**src/rtl/alu_pkg.sv**
```systemverilog
// Shared types for the RV32I execute stage.
// Op encoding, occupancy states and width defaults.
package alu_pkg;

  localparam int DEF_XLEN   = 32;
  localparam int DEF_REG_AW = 5;

  typedef enum logic [3:0] {
    OP_ADD  = 4'd0,
    OP_SUB  = 4'd1,
    OP_SLL  = 4'd2,
    OP_SLT  = 4'd3,
    OP_SLTU = 4'd4,
    OP_XOR  = 4'd5,
    OP_SRL  = 4'd6,
    OP_SRA  = 4'd7,
    OP_OR   = 4'd8,
    OP_AND  = 4'd9
  } alu_op_e;

  typedef enum logic [1:0] {
    OCC_EMPTY = 2'd0,
    OCC_ONE   = 2'd1,
    OCC_FULL  = 2'd2
  } occ_e;

endpackage

```
**src/rtl/alu_core.sv**
```systemverilog
// Combinational RV32I integer ALU.
// Unassigned op codes yield 0 and flag illegal.
module alu_core
  import alu_pkg::*;
#(
  parameter int XLEN = DEF_XLEN
) (
  input  logic [XLEN-1:0] a,
  input  logic [XLEN-1:0] b,
  input  logic [3:0]      op,
  output logic [XLEN-1:0] result,
  output logic            illegal
);

  logic [4:0] shamt;
  logic       lt_s;
  logic       lt_u;

  assign shamt = b[4:0];
  assign lt_u  = (a < b);
  assign lt_s  = (a[XLEN-1] != b[XLEN-1]) ?
                 a[XLEN-1] : lt_u;

  // Select the result for the decoded op
  always_comb begin
    result  = '0;
    illegal = 1'b0;
    case (alu_op_e'(op))
      OP_ADD:  result = a + b;
      OP_SUB:  result = a - b;
      OP_SLL:  result = a << shamt;
      OP_SLT:  result = {{(XLEN-1){1'b0}}, lt_s};
      OP_SLTU: result = {{(XLEN-1){1'b0}}, lt_u};
      OP_XOR:  result = a ^ b;
      OP_SRL:  result = a >> shamt;
      OP_SRA:  result = $unsigned($signed(a) >>> shamt);
      OP_OR:   result = a | b;
      OP_AND:  result = a & b;
      default: illegal = 1'b1;
    endcase
  end

endmodule

```
**src/rtl/alu_ex_stage.sv**
```systemverilog
// Execute stage: ALU followed by a 2-entry skid buffer.
// Optional ALU_EX_STAGE_STALL_CNT_EN adds a stall cycle counter.
module alu_ex_stage
  import alu_pkg::*;
#(
  parameter int XLEN   = DEF_XLEN,
  parameter int REG_AW = DEF_REG_AW
) (
  input  logic              clk,
  input  logic              rst_n,
  input  logic              in_valid,
  output logic              in_ready,
  input  logic [3:0]        in_op,
  input  logic [XLEN-1:0]   in_rs1,
  input  logic [XLEN-1:0]   in_rs2,
  input  logic [XLEN-1:0]   in_imm,
  input  logic              in_use_imm,
  input  logic [REG_AW-1:0] in_rd,
  output logic              out_valid,
  input  logic              out_ready,
  output logic [XLEN-1:0]   out_result,
  output logic [REG_AW-1:0] out_rd,
  output logic              out_illegal
`ifdef ALU_EX_STAGE_STALL_CNT_EN
  ,
  output logic [31:0]       stall_cnt
`endif
);

  occ_e              state;
  logic              acc;
  logic              drn;
  logic [XLEN-1:0]   opb;
  logic [XLEN-1:0]   res;
  logic              ill;
  logic [XLEN-1:0]   skid_result;
  logic [REG_AW-1:0] skid_rd;
  logic              skid_illegal;

  assign acc       = in_valid & in_ready;
  assign drn       = out_valid & out_ready;
  assign out_valid = (state != OCC_EMPTY);
  assign opb       = in_use_imm ? in_imm : in_rs2;

  alu_core #(
    .XLEN(XLEN)
  ) u_core (
    .a      (in_rs1),
    .b      (opb),
    .op     (in_op),
    .result (res),
    .illegal(ill)
  );

  // Occupancy FSM; head drives out_*, skid absorbs one stall
  always_ff @(posedge clk) begin
    if (!rst_n) begin
      state        <= OCC_EMPTY;
      in_ready     <= 1'b1;
      out_result   <= '0;
      out_rd       <= '0;
      out_illegal  <= 1'b0;
      skid_result  <= '0;
      skid_rd      <= '0;
      skid_illegal <= 1'b0;
    end else begin
      case (state)
        OCC_EMPTY: begin
          if (acc) begin
            out_result  <= res;
            out_rd      <= in_rd;
            out_illegal <= ill;
            state       <= OCC_ONE;
          end
        end
        OCC_ONE: begin
          if (acc && drn) begin
            out_result  <= res;
            out_rd      <= in_rd;
            out_illegal <= ill;
          end else if (acc) begin
            skid_result  <= res;
            skid_rd      <= in_rd;
            skid_illegal <= ill;
            state        <= OCC_FULL;
            in_ready     <= 1'b0;
          end else if (drn) begin
            state <= OCC_EMPTY;
          end
        end
        OCC_FULL: begin
          if (drn) begin
            out_result  <= skid_result;
            out_rd      <= skid_rd;
            out_illegal <= skid_illegal;
            state       <= OCC_ONE;
            in_ready    <= 1'b1;
          end
        end
        default: begin
          state    <= OCC_EMPTY;
          in_ready <= 1'b1;
        end
      endcase
    end
  end

`ifdef ALU_EX_STAGE_STALL_CNT_EN
  // Saturating count of cycles where writeback holds off a result
  always_ff @(posedge clk) begin
    if (!rst_n) begin
      stall_cnt <= '0;
    end else if (out_valid && !out_ready &&
                 stall_cnt != 32'hFFFF_FFFF) begin
      stall_cnt <= stall_cnt + 32'd1;
    end
  end
`endif

endmodule

```
**config.mk**
```make
export PLATFORM = sky130hd
export DESIGN_NAME = alu_ex_stage
export DESIGN_NICKNAME = d
export VERILOG_FILES = /design/src/rtl/alu_pkg.sv /design/src/rtl/alu_core.sv /design/src/rtl/alu_ex_stage.sv
export SDC_FILE = /design/constraint.sdc
export NUM_CORES = 1
export LEC_CHECK = 0
export ABC_AREA = 1
export CORE_MARGIN = 5
export CORE_UTILIZATION = 54
export CTS_CLUSTER_DIAMETER = 200
export CTS_CLUSTER_SIZE = 14
export DETAILED_ROUTE_END_ITERATION = 16
export PLACE_DENSITY = 0.79
export REMOVE_ABC_BUFFERS = 1
export SLEW_MARGIN = 20
export SYNTH_ARGS = -nofsm -noshare
export SYNTH_HDL_FRONTEND = slang
export SYNTH_SLANG_ARGS = --single-unit
```
**constraint.sdc**
```tcl
create_clock -name clk -period 3.4 [get_ports clk]
set_input_delay 0.68 -clock clk [delete_from_list [all_inputs] [get_ports clk]]
set_output_delay 0.68 -clock clk [all_outputs]
set_load 0.05 [all_outputs]
```
==> results of run 1 <==
## flip-flops by register name, summed over array words and instances, names as in the netlist
name / flops
skid_result: 32
out_illegal: 1
out_rd: 5
in_ready: 1
skid_rd: 5
skid_illegal: 1
out_result: 32
state: 2
## report_power, final
part	internal, mW	switching (mW)	total [mW]	leakage, nW
Combinational	1.37	2.26	3.63	9.31
Sequential	1.01	0.0468	1.05	0.643
Clock	0.654	0.430	1.08	0.155
## worst reg2reg max path, cell delays in order, from the launching register on
cell     delay, ns
dfxtp_1       0.33
inv_1         0.09
nand2_2       0.07
or2_2         0.29
o21ai_0       0.08
inv_1         0.09
nand2_2       0.27
inv_1         0.27
o21ai_0       0.25
a31oi_1       0.07
## cells in the final DEF, fill, tap and decap left out, drive strengths merged, types with 33 or more instances in the layout
cell             n
nand2          795
buf            383
ha             102
a21oi          127
o21ai          100
or2             33
nor2           250
nand4           57
o211ai          35
dfxtp           79
inv            361
nand3          522
clkdlybuf4s50  147
## path summary, 6_finish.rpt
kind	from	endpoint	slack (ns)	depth (start not counted)
setup / recovery	in_imm[0]	skid_result[26]$_SDFFE_PN0P_	0.05	19
hold / removal	out_result[24]$_SDFFE_PN0P_	out_result[24]$_SDFFE_PN0P_	0.46	2
setup reg to reg	state[0]$_SDFFE_PN0P_	out_rd[4]$_SDFFE_PN0P_	1.46	9
hold reg to reg	out_result[24]$_SDFFE_PN0P_	out_result[24]$_SDFFE_PN0P_	0.46	2
## metrics by stage
| stage | std cells | hold slack [ns] | util [%] |
|---|---|---|---|
| after floorplan | 2545 | 0.456 | - |
| after global placement | 3401 | 0.452 | 70.6 |
| after detailed placement | 3401 | 0.456 | 70.6 |
| after CTS | 3417 | 0.467 | 71.9 |
| after global routing | 3427 | 0.477 | 73.4 |
| final | 3427 | 0.464 | 73.4 |
## layer usage
layer  vias up  part of all wire, %  wire length, microns  global-route usage [%]
li1       9552                    -                     -                       -
met1      9318                   37                 26000                    57.7
met2      1598                   42                 29000                    68.1
met3       343                   13                  9420                    10.8
met4         0                  7.8                  5450                    25.7
met5         -                    0                     0                       0
## what timing repair did
item | CTS | global route
buffers inserted | 0 | 10
resized for setup | 6 | 114
pin swaps | 1 | 21
setup endpoints to repair | 7 | 50
## final cells by class
cell class | count | area (sq um)
Clock buffer | 9 | 225
Clock inverter | 7 | 104
Fill cell | 2270 | 6920
Inverter | 359 | 1360
Multi-Input combinational cell | 2107 | 10900
Sequential cell | 79 | 1580
Tap cell | 335 | 419
Timing Repair Buffer | 531 | 4480
## cells by family after synthesis
kind of cell | after synthesis | synth area share, %
xor gates and xnor gates | 1 | 0.0616
buffers and inverters | 488 | 14.5
DFF | 79 | 11.1
adders and majority gates | 104 | 9.26
and+or+nand+nor | 1678 | 51.9
AOI/OAI and AO/OA | 324 | 13.2
## synthesized netlist by cell type (9+ instances only)
master and instances:
a21oi_1 125, a31oi_1 10, buf_1 9, buf_2 56, buf_4 10, buf_6 14, clkbuf_1 36, dfxtp_1 79
ha_1 102, inv_1 345, inv_2 12, nand2_1 765, nand2_2 26, nand3_1 520, nand4_1 57, nor2_1 243
nor3_1 15, o211ai_1 35, o21ai_0 87, o21ai_1 10, o21bai_1 10, o22ai_1 24, or2_2 32
==> flow_metrics.env, run 1 <==
export IMPL_clkTransAtPathRegs_ns=0.07
export IMPL_worstPathCellList="clkdlybuf4s50_1, nand2_4, nand2_8, ha_1, fa_1, nand2_1, nand3_1, nand3_1, nand2_1, nand2_1, nand2_1, nand2_1, nand3_1, nand3_1, nand2_1, inv_1, nand3_1, o211ai_1, inv_1"
export IMPL_setup_viol_count_final=0
export IMPL_synthCells=2674
export IMPL_coreArea_sq_um=26000
export IMPL_ys_flop_type="dfxtp_1"
export IMPL_required_ns=3.64
export IMPL_grt_use_total_pct=44.7
export IMPL_pre_cts_slack_ns=-0.464
export IMPL_synth_top_area_share_pct=20.2
export IMPL_critical_path_arrival_ns=3.59
export IMPL_viasPerCell=6.07
export IMPL_hold_viol=0
export IMPL_num_rows=59
export IMPL_cts_tree="done"
export IMPL_power_density_nw_per_um2=303
export IMPL_end_kind="flip-flop"
export IMPL_finalCritPeriodShare_pct=98.7
export IMPL_drv_cap=0
export IMPL_hold_class="flip-flop to flip-flop"
export IMPL_critPathLaunchType="input port"
export IMPL_synth_area_sq_um=14200
export IMPL_critPathMostFrequentCell="nand2_1"
export IMPL_gr_total_overflow=0
export IMPL_wl_per_cell_microns=20.4
export IMPL_path_max_fanout=5
export IMPL_clkLatencyLatePin_ns=0.35
export IMPL_cp_slowest_cell="clkdlybuf4s50_1"
export IMPL_die_w_microns=172
export IMPL_synthArstFlopShare_pct=0
export IMPL_grt_start_max_net_pins=72
export IMPL_fmax_mhz=298
export IMPL_placed_area_sq_um=18300
export IMPL_cts_htree_levels=3
export IMPL_ir_drop_mv=0.488
export IMPL_synthesis_area_per_instance_sq_um=5.32
export IMPL_final_area_sq_um=19100
export IMPL_clock_path_buffers=2
export IMPL_finalMaxSlewViolations=0
export IMPL_crit_buf_inv=3
export IMPL_tightest_slew_ns=0.759
export IMPL_cts_sinks=79
export IMPL_die_area_sq_um=29700
export IMPL_cp_top_family="simple AND/OR/NAND/NOR gates"
export IMPL_crit_type="input port to flip-flop"
export IMPL_grt_antenna_before_repair=1
export IMPL_drive_above_1_share_pct=18.8
export IMPL_cts_root_buf="clkbuf_16"
export IMPL_hpwl_microns=56500
export IMPL_grt_pass1_wl_microns=103000
export IMPL_fin_ws_ns=0.0450
export IMPL_ys_warn_count=0
export IMPL_setup_tns_final_ns=0
export IMPL_synth_edf_count=0
export IMPL_place_gp_congestion=1.16
export IMPL_fin_nets=3301
export IMPL_skew_ns=0.00652
export IMPL_vias=20800
export IMPL_p_total_mw=5.77
export IMPL_start_util_pct=54.7
export IMPL_cts_buffers=9
export IMPL_ctsHoldBuffers=0
export IMPL_routed_wl_microns=69900
export IMPL_dr_pass1_iters=9
export IMPL_rsz0062_at_grt="true"
export IMPL_ys_seq_area_share_pct=11.1
export IMPL_drc_errors=0
export IMPL_p_leak_nw=10.1
export IMPL_num_io_pins=150
export IMPL_timing_final_crit_period_ns=3.35
export IMPL_final_antenna_net_count=0
export IMPL_synth_cell_types=55
export IMPL_yosysTopAreaCell="nand2_1"
export IMPL_relSlewSlack_pct=49.4
export IMPL_antenna_cells=0
export IMPL_slowest_delay_ns=0.46
export IMPL_grt_pass1_vias=18900
export IMPL_synth_area_leaders="nand2_1 (20%), nand3_1 (18%), dfxtp_1 (11%), inv_1 (9.1%), ha_1 (9.0%)"
export IMPL_status="completed"
export IMPL_drt_iter0_markers=3472
export IMPL_ys_ff_latch=79
export IMPL_die_height_microns=172
export IMPL_io_buffers=149
export IMPL_syn_to_final_growth_pct=34.1
No activity file was read; power rests on OpenSTA's default activity.
==> inputs of run 2 (changes only) <==
--- a/config.mk
+++ b/config.mk
@@ -11,6 +11,7 @@
 export CTS_CLUSTER_DIAMETER = 200
 export CTS_CLUSTER_SIZE = 14
 export DETAILED_ROUTE_END_ITERATION = 16
+export MAX_ROUTING_LAYER = met4
 export PLACE_DENSITY = 0.79
 export REMOVE_ABC_BUFFERS = 1
 export SLEW_MARGIN = 20
==> run 2 against run 1 <==
Compared with the run above:
- clock power shrank 11%
- critical endpoint is now skid_result[25]$_SDFFE_PN0P_
- first-iteration DRC count increased by 15%
- critical path type unchanged
- register-to-register slack worse by 0.13 ns
==> flow_metrics.env, run 2 (synthesis results as in run 1) <==
export IMPL_cts_tree="done"
export IMPL_grt_antenna_before_repair=1
export IMPL_setup_viol_count_final=0
export IMPL_start_util_pct=54.7
export IMPL_die_w_microns=172
export IMPL_hpwl_microns=57200
export IMPL_grt_use_total_pct=47.5
export IMPL_layout_common_cells="nand2_1 (749), nand3_1 (514), buf_4 (362)"
export IMPL_die_height_microns=172
export IMPL_finalCritPeriodShare_pct=98.8
export IMPL_crit_path_start="in_use_imm"
export IMPL_final_antenna_net_count=0
export IMPL_num_rows=59
export IMPL_cts_buffers=9
export IMPL_r2r_start="state[0]$_SDFFE_PN0P_"
export IMPL_viasPerCell=6.15
export IMPL_power_density_nw_per_um2=298
export IMPL_cp_top_family="buffers and inverters"
export IMPL_final_area_sq_um=19000
export IMPL_hold_class="flip-flop to flip-flop"
export IMPL_num_io_pins=150
export IMPL_grt_pass1_vias=19500
export IMPL_end_kind="flip-flop"
export IMPL_coreArea_sq_um=26000
export IMPL_hold_viol=0
export IMPL_io_buffers=149
export IMPL_worstPathCellList="buf_4, buf_4, o21ai_0, ha_2, inv_1, a21oi_1, o21ai_0, buf_4, a21oi_1, nand4_1, nand3_1, nand2_1, inv_1, nand3_1, o211ai_1, inv_1"
export IMPL_grt_pass1_wl_microns=107000
export IMPL_die_area_sq_um=29700
export IMPL_status="completed"
export IMPL_holdPathStages=2
export IMPL_ir_drop_mv=0.358
export IMPL_wl_per_cell_microns=21.0
export IMPL_crit_buf_inv=6
export IMPL_cts_htree_levels=3
export IMPL_final_common_cell="nand2_1"
export IMPL_routed_wl_microns=71800
export IMPL_ctsHoldBuffers=0
export IMPL_required_ns=3.64
export IMPL_drv_cap=0
export IMPL_largestRegisters="out_result x32, skid_result x32"
export IMPL_reg2reg_to="out_rd[0]$_SDFFE_PN0P_"
export IMPL_critical_path_arrival_ns=3.59
export IMPL_rrSetupSlack_ns=1.33
export IMPL_drt_iter0_markers=3983
export IMPL_cts_root_buf="clkbuf_16"
export IMPL_crit_end="skid_result[25]$_SDFFE_PN0P_"
export IMPL_path_max_fanout=17
export IMPL_placed_area_sq_um=18400
export IMPL_rsz0062_at_grt="true"
export IMPL_crit_type="input port to flip-flop"
export IMPL_grt_start_max_net_pins=72
export IMPL_syn_to_final_growth_pct=33.6
export IMPL_tightest_slew_ns=0.776
export IMPL_p_leak_nw=10.1
export IMPL_slowest_delay_ns=0.51
export IMPL_drive_above_1_share_pct=18.2
export IMPL_skew_ns=0.0106
export IMPL_fin_nets=3295
export IMPL_timing_final_crit_period_ns=3.36
export IMPL_clkLatencyLatePin_ns=0.36
export IMPL_finalMaxSlewViolations=0
export IMPL_clock_path_buffers=2
export IMPL_gr_total_overflow=0
export IMPL_place_gp_congestion=1.21
export IMPL_fmax_mhz=298
export IMPL_p_total_mw=5.66
export IMPL_vias=21000
export IMPL_relSlewSlack_pct=48.2
export IMPL_critPathLaunchType="input port"
export IMPL_setup_tns_final_ns=0
export IMPL_dr_pass1_iters=8
export IMPL_cp_slowest_cell="ha_2"
export IMPL_cp_num_cells=16
export IMPL_clkTransAtPathRegs_ns=0.07
export IMPL_worst_r2r_path_depth=9
export IMPL_drc_errors=0
export IMPL_cts_sinks=79
run 2: cell count changes in the layout (fill, tap and decap cells not counted), sizes merged:
| cell | delta |
|---|---|
| clkdlybuf4s50 | -1 |
| bufinv | -2 |
| dlymetal6s2s | +1 |
| buf | -6 |
| inv | -1 |
| clkinv | +3 |
| diode | +1 |
run 2: metrics by stage:
stage / hold slack [ns] / cells / util (%) / worst slack (ns)
floorplan: 0.456 / 2545 / - / -0.568
global route: 0.482 / 3422 / 73.1 / -0.0358
CTS: 0.468 / 3418 / 71.9 / 0.00165
detailed placement: 0.458 / 3402 / 70.8 / -0.502
global placement: 0.451 / 3402 / 70.8 / -0.372
finish: 0.470 / 3422 / 73.1 / 0.0414
run 2: repair_timing:
action	in CTS	in global routing
gates cloned	0	0
gates resized for setup	9	95
setup endpoints to repair	10	55
pin swaps	0	15
setup buffers	0	3
run 2: worst reg2reg max path: stages, from the launching register on:
cell	delay, ns
dfxtp_1	0.33
inv_1	0.09
nand2_2	0.08
or2_2	0.32
o21ai_0	0.09
inv_1	0.08
nand2_2	0.29
inv_1	0.29
o21ai_0	0.30
a31oi_1	0.08
run 2: worst min path at each step:
stage,start,end,slack [ns]
finish,out_result[11]$_SDFFE_PN0P_,out_result[11]$_SDFFE_PN0P_,0.47
global route,out_result[21]$_SDFFE_PN0P_,out_result[21]$_SDFFE_PN0P_,0.48
CTS,out_result[16]$_SDFFE_PN0P_,out_result[16]$_SDFFE_PN0P_,0.47
detailed placement,out_result[16]$_SDFFE_PN0P_,out_result[16]$_SDFFE_PN0P_,0.46
global placement,out_result[2]$_SDFFE_PN0P_,out_result[2]$_SDFFE_PN0P_,0.45
floorplan,skid_illegal$_SDFFE_PN0P_,out_illegal$_SDFFE_PN0P_,0.46
run 2: power breakdown:
group / total, mW / leakage [nW] / internal (mW) / switching, mW
Clock: 0.959 / 0.132 / 0.502 / 0.457
Combinational: 3.64 / 9.30 / 1.36 / 2.29
Sequential: 1.06 / 0.643 / 1.01 / 0.0497
run 2: layout make-up:
class / count / area (sq um)
diodes: 1 / 2.50
clock buffers: 9 / 225
fillers: 2253 / 7000
inverters: 359 / 1360
well taps: 335 / 419
repair buffers: 525 / 4490
multi-input cells: 2107 / 10900
clock inverters: 7 / 55.1
flip-flops and latches: 79 / 1580
run 2: layer usage:
layer | share of wire, % | global-route usage, % | routed length [microns]
met3 | 14 | 12.8 | 10200
met1 | 36 | 58.4 | 26100
met4 | 8.5 | 30.1 | 6110
met5 | 0 | - | 0
met2 | 41 | 68.6 | 29300
